<file path="src/rtl/el2_ifu_bp_ras.sv">
// Return-address stack for the EL2 fetch branch predictor: circular buffer of
// predicted return targets with checkpoint/restore for mispredict recovery.
module el2_ifu_bp_ras #(
  parameter int DEPTH = 8,
  parameter int AW    = 31,
  localparam int PW   = $clog2(DEPTH)
) (
  input  logic          clock,
  input  logic          reset,
  input  logic          io_push_valid,
  input  logic [AW-1:0] io_push_addr,
  input  logic          io_pop_valid,
  input  logic          io_flush,
  input  logic          io_restore_valid,
  input  logic [PW-1:0] io_restore_ptr,
  input  logic [PW:0]   io_restore_cnt,
  output logic          io_top_valid,
  output logic [AW-1:0] io_top_addr,
  output logic [PW-1:0] io_snap_ptr,
  output logic [PW:0]   io_snap_cnt,
  output logic          io_overflow,
  output logic          io_underflow
);

  // Request semantics: every *_valid input is a single-cycle command sampled on
  // the rising edge; there is no ready, the stack accepts a command every cycle.
  localparam logic [PW:0]   FULL    = (PW+1)'(DEPTH);
  localparam logic [PW-1:0] PTR_ONE = PW'(1);
  localparam logic [PW:0]   CNT_ONE = (PW+1)'(1);

  logic [AW-1:0] entry_q [DEPTH];
  logic [PW-1:0] ptr_q, ptr_d;
  logic [PW:0]   cnt_q, cnt_d;
  logic          wr_en;
  logic [PW-1:0] wr_idx;
  logic          ovf_d, unf_d;
  logic          top_valid_q;
  logic [AW-1:0] top_addr_q, top_addr_d;
  logic          ovf_q, unf_q;

  always_comb begin
    ptr_d  = ptr_q;
    cnt_d  = cnt_q;
    wr_en  = 1'b0;
    wr_idx = ptr_q;
    ovf_d  = 1'b0;
    unf_d  = 1'b0;
    if (io_flush) begin
      ptr_d = '0;
      cnt_d = '0;
    end else if (io_restore_valid) begin
      ptr_d = io_restore_ptr;
      cnt_d = (io_restore_cnt > FULL) ? FULL : io_restore_cnt;
    end else if (io_push_valid && io_pop_valid) begin
      // A return immediately followed by a call replaces the top in place.
      wr_en = 1'b1;
      if (cnt_q == '0) cnt_d = CNT_ONE;
    end else if (io_push_valid) begin
      ptr_d  = ptr_q + PTR_ONE;
      wr_en  = 1'b1;
      wr_idx = ptr_q + PTR_ONE;
      if (cnt_q == FULL) ovf_d = 1'b1;
      else               cnt_d = cnt_q + CNT_ONE;
    end else if (io_pop_valid) begin
      if (cnt_q == '0) begin
        unf_d = 1'b1;
      end else begin
        ptr_d = ptr_q - PTR_ONE;
        cnt_d = cnt_q - CNT_ONE;
      end
    end
  end

  // Top is precomputed from next state so outputs come straight from flops.
  always_comb begin
    top_addr_d = '0;
    if (cnt_d != '0) begin
      if (wr_en && (wr_idx == ptr_d)) top_addr_d = io_push_addr;
      else                            top_addr_d = entry_q[ptr_d];
    end
  end

  always_ff @(posedge clock) begin
    if (!reset) begin
      ptr_q       <= '0;
      cnt_q       <= '0;
      top_valid_q <= 1'b0;
      top_addr_q  <= '0;
      ovf_q       <= 1'b0;
      unf_q       <= 1'b0;
    end else begin
      ptr_q       <= ptr_d;
      cnt_q       <= cnt_d;
      top_valid_q <= (cnt_d != '0);
      top_addr_q  <= top_addr_d;
      ovf_q       <= ovf_d;
      unf_q       <= unf_d;
    end
  end

  always_ff @(posedge clock) begin
    if (!reset) begin
      for (int i = 0; i < DEPTH; i++) entry_q[i] <= '0;
    end else if (wr_en) begin
      entry_q[wr_idx] <= io_push_addr;
    end
  end

  assign io_top_valid = top_valid_q;
  assign io_top_addr  = top_addr_q;
  assign io_snap_ptr  = ptr_q;
  assign io_snap_cnt  = cnt_q;
  assign io_overflow  = ovf_q;
  assign io_underflow = unf_q;

endmodule
</file>
<file path="config.mk">
export PLATFORM = sky130hd
export DESIGN_NAME = el2_ifu_bp_ras
export DESIGN_NICKNAME = d
export VERILOG_FILES = /design/src/rtl/el2_ifu_bp_ras.sv
export SDC_FILE = /design/constraint.sdc
export NUM_CORES = 1
export LEC_CHECK = 0
export CAP_MARGIN = 10
export CORE_ASPECT_RATIO = 1.75
export CORE_MARGIN = 5
export CORE_UTILIZATION = 40
export CTS_CLUSTER_DIAMETER = 200
export DETAILED_ROUTE_END_ITERATION = 8
export PLACE_DENSITY = 0.66
export SYNTH_ARGS = -nofsm -noshare
export SYNTH_HDL_FRONTEND = slang
export SYNTH_SLANG_ARGS = --single-unit
</file>
<file path="constraint.sdc">
create_clock -name clock -period 11.3 [get_ports clock]
set_clock_uncertainty 0.2 [all_clocks]
set_input_delay 2.26 -clock clock [delete_from_list [all_inputs] [get_ports clock]]
set_output_delay 2.26 -clock clock [all_outputs]
set_load 0.02 [all_outputs]
</file>
==> flow_summary.toml <==
[outcome]
status = "finished, final reports clean"

[critical_path]
slowest_delay_ns = 0.86
worst_setup_path_start_kind = "input pin"
crit_family = "buffers and inverters"
critPathRequiredTime_ns = 11.53
cp.buffers_inverters = 3
crit_chain = "clkdlybuf4s50_1, nand2b_1, o2111ai_1, and3_4, buf_4, nor2_4, buf_4, a32oi_1, a311oi_1"
worstSetupPathType = "in2reg"
cpMaxStageDelayCell = "clkdlybuf4s50_1"
endpoint_kind = "flop"
crit_fanout = 34
arrival_ns = 6.44
path_common_cell = "buf_4"

[logic_synthesis]
synth_cell_type_count = 60
netlist_area_mm2 = 0.0139
avgSynthCellArea_um2 = 13.0
synth_most_common_cell = "and2_1"
synth-simple-area-share_pct = 17.9
synth_top_family_by_area = "simple AND/OR/NAND/NOR gates"
synth_common_cells = "252 x and2_1, 248 x edfxtp_1, 62 x clkbuf_1"
synth_warnings = 0
synth-edff-count = 248
muxShareOfSynthArea_pct = 6.09
netlist_instances = 1069
async_flop_share_pct = 0
synth_adder_area_share_pct = 0.451
synthXorXnorAreaFrac_pct = 0.189
synth_area_leader_cell = "edfxtp_1"
synth.area.top_cells = "edfxtp_1 54%, and2_1 11%, dfxtp_1 5.9%, a221oi_2 2.9%, mux2_4 2.8%"
ys.flop_type = "edfxtp_1"
synth_compound_area_share_pct = 12.3
synth_seq_area_share_pct = 59.6
synth_top_area_share_pct = 53.7
synth_nets = 1118
ys_ff_latch = 289

[timing]
tightest_slew_ns = 1.26
hold_violations = 0
slew_viol_final = 0
min_period_ns = 6.21
setup_viol = 0
max_slew_margin_pct = 15.4
fin_setup_tns_ns = 0
min_period_over_period_pct = 55.0
setup_ws_ns = 5.09
grt_setup_unrepaired = "no"
max_freq_mhz = 161

[cts]
cts.sinks = 289
htree_levels = 1
clk_transition_reported_paths_ns = 0.07
post-cts-setup-buffers = 0
cts_buffer_depth = 3
cts_tree = "yes"
numCtsBuffers = 25
clk_latency_ns = 0.54
cts_root_buffer = "clkbuf_16"
ctsResizeCount = 0
hold_buffers = 0

[floorplanning]
die_h_um = 256
fp.dieArea_mm2 = 0.0387
core_area_mm2 = 0.0343
num_rows = 90
initial_utilization_pct = 40.4
pin_count = 85
die_w_um = 151

[layout]
post-route-cell-area_mm2 = 0.0160
antenna_cells = 0
syn_to_final_growth_pct = 15.3
fin_nets = 1161
stdcell_count = 1590
drive_above_1_share_pct = 15.7
fin_util_pct = 46.6
nFillCells = 3041

[global_route]
gr-total-overflow = 0
grt_first_pass_wirelength_mm = 57.4
first_global_vias = 9581
grt_max_degree = 64
grtUsageTotal_pct = 19.3
grt_antenna_before_repair = 0

[drt]
wire_per_inst_um = 23.9
drt_iter0_markers = 757
dr.pass1.iters = 5
drt-vias-per-instance = 5.80
via_count = 9222
remaining_drc_errors = 0
ant_nets = 0
drt-total-wl_mm = 38.0

[placement]
placed_cells = 1543
dp_hpwl_mm = 22.6
routabilityCongestion = 0.835
dpl_cell_area_mm2 = 0.0152
io_buffers = 84
post-place-ws_ns = 3.96

[pwr]
ir_drop_mv = 0.0886
leakage_nw = 5.92
power.density_mw_per_mm2 = 145

[worst_hold_path]
hold_path_class = "reg2reg"

[run]
drv_cap = 0
cell type report:
class,instances,area (um^2),area share (%)
clock inverters,14,120,0.751
clock buffers,31,658,4.11
well taps,460,576,3.60
flip-flops and latches,289,8270,51.7
inverters,13,48.8,0.305
multi-input cells,673,5270,32.9
repair buffers,110,1060,6.65
final timing paths:
check / start / endpoint / slack, ns / cells after the start
setup / recovery: io_pop_valid / io_top_addr[22] / 5.09 / 9
hold / removal: entry_q[5][27] / io_top_addr[27] / 0.49 / 2
setup reg to reg: io_snap_cnt[1] / io_top_addr[22] / 6.71 / 10
hold reg to reg: entry_q[5][27] / io_top_addr[27] / 0.49 / 2
kinds of logic after synthesis:
group	count (synthesis)
and+or+nand+nor	408
DFF	289
adders and majority gates	5
buffers and inverters	107
xor gates and xnor gates	3
muxes	67
AOI/OAI and AO/OA	190
report_power, final:
group          internal (mW)  switching (mW)  total (mW)
combinational          0.100           0.161       0.261
sequential              1.20          0.0158        1.21
clock                  0.460           0.389       0.850
layout by cell type (no fill, tap or decap), drive strengths merged, types with 5 or more instances in the layout:
master,n
and2,252
edfxtp,248
clkdlybuf4s50,84
mux2,61
nor2,42
dfxtp,41
and3,37
nand4,32
a311oi,31
a32oi,31
clkbuf,31
o31ai,30
a211oi,30
a221oi,30
buf,26
inv,14
nand2,10
clkinv,10
o21ai,9
mux2i,6
nand2b,6
nand3,6
o32a,5
ha,5
per-layer routing:
metal	share of wire, %	vias up	global-route usage [%]
met5	0	-	0
met4	3.9	0	7.36
met3	5.5	87	2.28
met2	54	374	36.0
met1	37	4610	22.2
li1	-	4151	-
per-stage QoR:
step,total power [mW],hold slack (ns)
floorplan,1.39,0.444
global placement,1.49,0.458
detailed placement,1.50,0.479
CTS,2.34,0.488
global route,2.40,0.525
finish,2.32,0.487
worst reg2reg max path, cell delays in order (launching register included):
cell       delay, ns
dfxtp_1         0.40
inv_1           0.12
ha_1            0.28
nor3b_4         0.47
o2111ai_1       0.22
and3_4          0.40
buf_4           0.41
nor2_4          0.84
buf_4           0.60
a32oi_1         0.21
a311oi_1        0.32
state kept, by name (all words and copies together), names as in the netlist:
name	count
io_underflow	1
io_snap_cnt	4
entry_q	248
io_snap_ptr	3
io_top_valid	1
io_top_addr	31
io_overflow	1
Power figures use the tool's default switching activity.
